[config.mk]
export PLATFORM = sky130hd
export DESIGN_NAME = change_dispenser
export DESIGN_NICKNAME = d
export VERILOG_FILES = /design/src/rtl/change_dispenser.sv
export SDC_FILE = /design/constraint.sdc
export NUM_CORES = 1
export LEC_CHECK = 0
export BUFFER_PORTS_ARGS = -buffer_cell sky130_fd_sc_hd__buf_4
export CAP_MARGIN = 40
export CORE_AREA = 8 8 62 70
export CTS_BUF_LIST = sky130_fd_sc_hd__clkbuf_8 sky130_fd_sc_hd__clkbuf_16
export DETAILED_ROUTE_END_ITERATION = 12
export DIE_AREA = 0 0 70 78
export PLACE_DENSITY = 0.71
export SYNTH_ARGS = -nofsm -noshare
export SYNTH_HDL_FRONTEND = slang
export SYNTH_SLANG_ARGS = --single-unit
[constraint.sdc]
create_clock -name clk -period 2.1 [get_ports clk]
set_input_delay 0.105 -clock clk [delete_from_list [all_inputs] [get_ports clk]]
set_output_delay 0.105 -clock clk [all_outputs]
set_load 0.03 [all_outputs]
[src/rtl/change_dispenser.sv]
// change_dispenser: queues change codes from the vending machine and pays
// them out one 5-unit coin at a time through a req/ack hopper handshake.
// A hopper that never acks raises a sticky jam; a full queue raises ovf.
module change_dispenser #(
    parameter int DEPTH       = 4,
    parameter int GAP_CYC     = 2,
    parameter int ACK_TIMEOUT = 16
) (
    input  logic       clk,
    input  logic       rst,
    input  logic [1:0] change,
    input  logic       coin_ack,
    input  logic       clr_err,
    output logic       coin_req,
    output logic       busy,
    output logic       jam,
    output logic       ovf,
    output logic [7:0] paid_cnt
);
    localparam int AW = (DEPTH > 1) ? $clog2(DEPTH) : 1;
    localparam int WW = (ACK_TIMEOUT > 1) ? $clog2(ACK_TIMEOUT) : 1;
    localparam int GW = (GAP_CYC > 1) ? $clog2(GAP_CYC) : 1;
    localparam logic [WW-1:0] WAIT_LAST = WW'(ACK_TIMEOUT - 1);
    localparam logic [GW-1:0] GAP_LAST  = GW'(GAP_CYC - 1);

    typedef enum logic [1:0] {IDLE, REQ, GAP, JAM} state_t;

    state_t        state;
    logic [1:0]    fifo_mem [DEPTH];
    logic [AW:0]   wr_ptr;
    logic [AW:0]   rd_ptr;
    logic [1:0]    coins_left;
    logic [WW-1:0] wait_cnt;
    logic [GW-1:0] gap_cnt;

    logic empty, full, valid_code, pop, push, drop;

    // Pointers carry one extra wrap bit so full and empty are distinguishable.
    assign empty      = (wr_ptr == rd_ptr);
    assign full       = (wr_ptr[AW] != rd_ptr[AW]) && (wr_ptr[AW-1:0] == rd_ptr[AW-1:0]);
    assign valid_code = (change == 2'd1) || (change == 2'd2);
    // An IDLE pop frees a slot in the same cycle, so a push into a full queue still fits.
    assign pop        = (state == IDLE) && !empty;
    assign push       = valid_code && (!full || pop);
    assign drop       = valid_code && full && !pop;
    assign busy       = (state != IDLE) || !empty;

    // Queue storage; entries are only read after being written, so no reset needed.
    always_ff @(posedge clk) begin
        if (push) fifo_mem[wr_ptr[AW-1:0]] <= change;
    end

    // Queue pointers.
    always_ff @(posedge clk or negedge rst) begin
        if (!rst) begin
            wr_ptr <= '0;
            rd_ptr <= '0;
        end else begin
            if (push) wr_ptr <= wr_ptr + 1'b1;
            if (pop)  rd_ptr <= rd_ptr + 1'b1;
        end
    end

    // Payout FSM: coin_req mirrors the REQ state and is registered with it.
    always_ff @(posedge clk or negedge rst) begin
        if (!rst) begin
            state      <= IDLE;
            coins_left <= '0;
            wait_cnt   <= '0;
            gap_cnt    <= '0;
            coin_req   <= 1'b0;
            jam        <= 1'b0;
            paid_cnt   <= '0;
        end else begin
            // A timeout in the same cycle overrides this clear below.
            if (clr_err) jam <= 1'b0;
            case (state)
                IDLE: begin
                    if (!empty) begin
                        coins_left <= fifo_mem[rd_ptr[AW-1:0]];
                        wait_cnt   <= '0;
                        coin_req   <= 1'b1;
                        state      <= REQ;
                    end
                end
                REQ: begin
                    if (coin_ack) begin
                        paid_cnt   <= paid_cnt + 8'd1;
                        coins_left <= coins_left - 2'd1;
                        wait_cnt   <= '0;
                        gap_cnt    <= '0;
                        coin_req   <= 1'b0;
                        state      <= GAP;
                    end else if (wait_cnt == WAIT_LAST) begin
                        wait_cnt <= '0;
                        coin_req <= 1'b0;
                        jam      <= 1'b1;
                        state    <= JAM;
                    end else begin
                        wait_cnt <= wait_cnt + 1'b1;
                    end
                end
                GAP: begin
                    if (gap_cnt == GAP_LAST) begin
                        gap_cnt <= '0;
                        if (coins_left != 2'd0) begin
                            wait_cnt <= '0;
                            coin_req <= 1'b1;
                            state    <= REQ;
                        end else begin
                            state <= IDLE;
                        end
                    end else begin
                        gap_cnt <= gap_cnt + 1'b1;
                    end
                end
                JAM: begin
                    // Unpaid coins stay in coins_left; the GAP path retries them.
                    if (clr_err) begin
                        gap_cnt <= '0;
                        state   <= GAP;
                    end
                end
                default: state <= IDLE;
            endcase
        end
    end

    // Overflow flag: a new drop wins over a simultaneous clear.
    always_ff @(posedge clk or negedge rst) begin
        if (!rst)         ovf <= 1'b0;
        else if (drop)    ovf <= 1'b1;
        else if (clr_err) ovf <= 1'b0;
    end
endmodule

==> flow_summary.ini <==
[outcome]
run_status = completed

[min_path]
hp-class = primary input to flip-flop

[clock_network]
cts_tree = yes
cts_hold_buffers = 1
path_clk_slew_ns = 0.07
clock_latency_ns = 0.28
cts_buffer_depth = 2
ctsResizeCount = 0
post_cts_buffers = 0
cts_root_buf = clkbuf_8
clock-sinks = 34
htreeDepth = 2
cts_buffers = 5

[logic_synthesis]
synth-main-ff-cell = dfrtp_1
synth-edff-count = 8
yosysWarnings = 0
synth_cell_types = 38
synth_seq_cells = 34
postSynthCellCount = 140
yosysTopAreaCell = dfrtp_1
synth_top_area_share = 0.3855
syn_nets = 154
ys_top_cells_by_area = dfrtp_1 (39%), edfxtp_1 (14%), ha_1 (5.9%)
synth-seq-area-share = 0.5278
avgSynthCellArea_um2 = 12.06
postSynth.asyncResetShare = 0.7647
syn-cell-area_um2 = 1688

[route]
route.detailed.drc = 0
drtPass1Iterations = 4
drt_wl_total_um = 2939
top_layer_used = met4
wl_per_cell_um = 14.70
wl_met3_um = 141
wl_met2_um = 1535
wl_met1_um = 1233
vias = 1088
post_drt_via_cell_ratio = 5.440
drtIter0Drc = 70
final_antenna_net_count = 0

[global_route]
track_usage = 0.1143
grt_pass1_vias = 1077
grt_pass1_wl_um = 5016
grt_max_degree = 27
grt-ovfl-total = 0
antenna_found_initial = 0

[final_layout]
fin_nets = 177
fillers = 271
diodes = 0
final_common_cell = dfrtp_1
drive_gt1_frac = 0.2256
final_cell_mix = dfrtp_1 (26), buf_4 (18), nand2_1 (12)
area.growth.synth_to_final_pct = 16.46

[die]
rows = 22
die_w_um = 70
initial_utilization = 0.5286
core-area_um2 = 3193
io_pins = 18
die-height_um = 78
die_area_um2 = 5460

[timing]
finalSetupViolCount = 0
skew_ns = 0.005609
tightest_slew_ns = 0.4147
min_period_ns = 1.875
slew_violations = 0
relSlewSlack = 0.7206
timing.hold.ws_ns = 0.04306
rsz0062_at_grt = false
finalHoldViolations = 0
setup_tns_ns = 0
fmax_mhz = 533.2
fin_crit_sh = 0.8931

[placement]
io_buffers = 17
dp_hpwl_um = 2236
place_congestion = 0.7847

[critical_path]
crit_slowest_cell = dfrtp_1
end_kind = output port
path_class = flip-flop to output port
worstPathArrival_ns = 1.77
crit_fanout = 6
required_ns = 2.00
path_cells = xnor2_2 -> nand3_1 -> or2_2 -> buf_4
max_stage_delay_ns = 0.48
startpoint_type = flip-flop

[power_and_ir_drop]
p_total_w = 0.002964
powerDensity_nw_per_um2 = 1508
ir_drop_uv = 892.1
power.leakage_nw = 0.8974

[flow_run]
cap_violations = 0
==> cells by family (layout without fill, tap and decap cells) <==
| kind of cell | Yosys count | count (layout) | synth area share |
|---|---|---|---|
| adders and majority gates | 8 | 8 | 0.05931 |
| and+or+nand+nor | 41 | 41 | 0.1312 |
| xor gates and xnor gates | 17 | 17 | 0.09711 |
| AOI/OAI and AO/OA | 23 | 23 | 0.1031 |
| muxes | 5 | 5 | 0.05041 |
| buffers and inverters | 12 | 36 | 0.03113 |
| DFF | 34 | 34 | 0.5278 |
==> final cells by class <==
cell class                      count  area (um2)  area share
Clock buffer                        5       68.82     0.03501
Clock inverter                      3       37.54     0.01910
Inverter                            9       33.78     0.01719
Multi-Input combinational cell     94       744.5      0.3787
Sequential cell                    34       890.9      0.4532
Tap cell                           36       45.04     0.02292
Timing Repair Buffer               19       145.1     0.07384
==> registers in the layout, indices dropped and copies added, names as in the netlist <==
| register | flops |
|---|---|
| wait_cnt | 4 |
| state | 2 |
| ovf | 1 |
| jam | 1 |
| coin_req | 1 |
| wr_ptr | 3 |
| rd_ptr | 3 |
| paid_cnt | 8 |
| fifo_mem | 8 |
| gap_cnt | 1 |
| coins_left | 2 |
==> power breakdown <==
group / internal, W / leakage [nW] / switching, W / total [W]
logic: 0.000547 / 0.433 / 0.000679 / 0.00123
registers: 0.000906 / 0.403 / 0.000261 / 0.00117
clock network: 0.000345 / 0.0607 / 0.000224 / 0.000569
total: 0.00180 / 0.897 / 0.00116 / 0.00296
==> final timing paths <==
| path | start | endpoint | slack [ns] | cells after the start |
|---|---|---|---|---|
| worst max-delay path | rd_ptr[0] | busy | 0.22 | 4 |
| worst min-delay path | change[0] | fifo_mem[3][0] | 0.04 | 1 |
| worst min register to register | paid_cnt[7] | paid_cnt[7] | 0.47 | 1 |
| worst max register to register | coins_left[0] | wait_cnt[2] | 0.47 | 5 |
| min in group asynchronous | rst | wait_cnt[3] | 0.27 | 2 |
| max in group asynchronous | rst | state[1] | 1.58 | 2 |
==> worst max-delay path: cells and delay by family (launching register included) <==
kind                      cells  cell delay (ns)
DFF                           1             0.48
xor gates and xnor gates      1             0.36
and+or+nand+nor               2             0.48
buffers and inverters         1             0.17
==> stage by stage <==
step / instances / util / instance area (um2) / worst slack (ns)
3_5_place_dp: 191 / 0.5792 / 1849 / 0.4898
4_1_cts: 200 / 0.6156 / 1966 / 0.2174
5_1_grt: 200 / 0.6156 / 1966 / 0.1214
6_report: 200 / 0.6156 / 1966 / 0.2246
3_3_place_gp: 191 / 0.5792 / 1849 / 0.5106
2_1_floorplan: 140 / - / 1688 / 0.5380
==> synthesized netlist by cell type, types with 2 or more instances <==
cell and instances:
nor2_1 2, and2_2 3, ha_1 8, a211o_1 2, a21oi_1 2, inv_1 9, nor3_1 2, o21ai_0 8
nand2_1 12, dfrtp_1 26, clkbuf_1 2, nor3b_1 3, mux4_1 2, o22ai_1 3, nand3_1 10, edfxtp_1 8
xor2_1 4, mux2_2 2, xnor2_1 11, nand4_1 3
==> per-layer routing <==
layer,track usage,vias up
li1,-,539
met2,0.2022,19
met1,0.1235,525
met4,0.04225,0
met5,0,-
met3,0.03817,5
(Power assumes the default switching activity.)
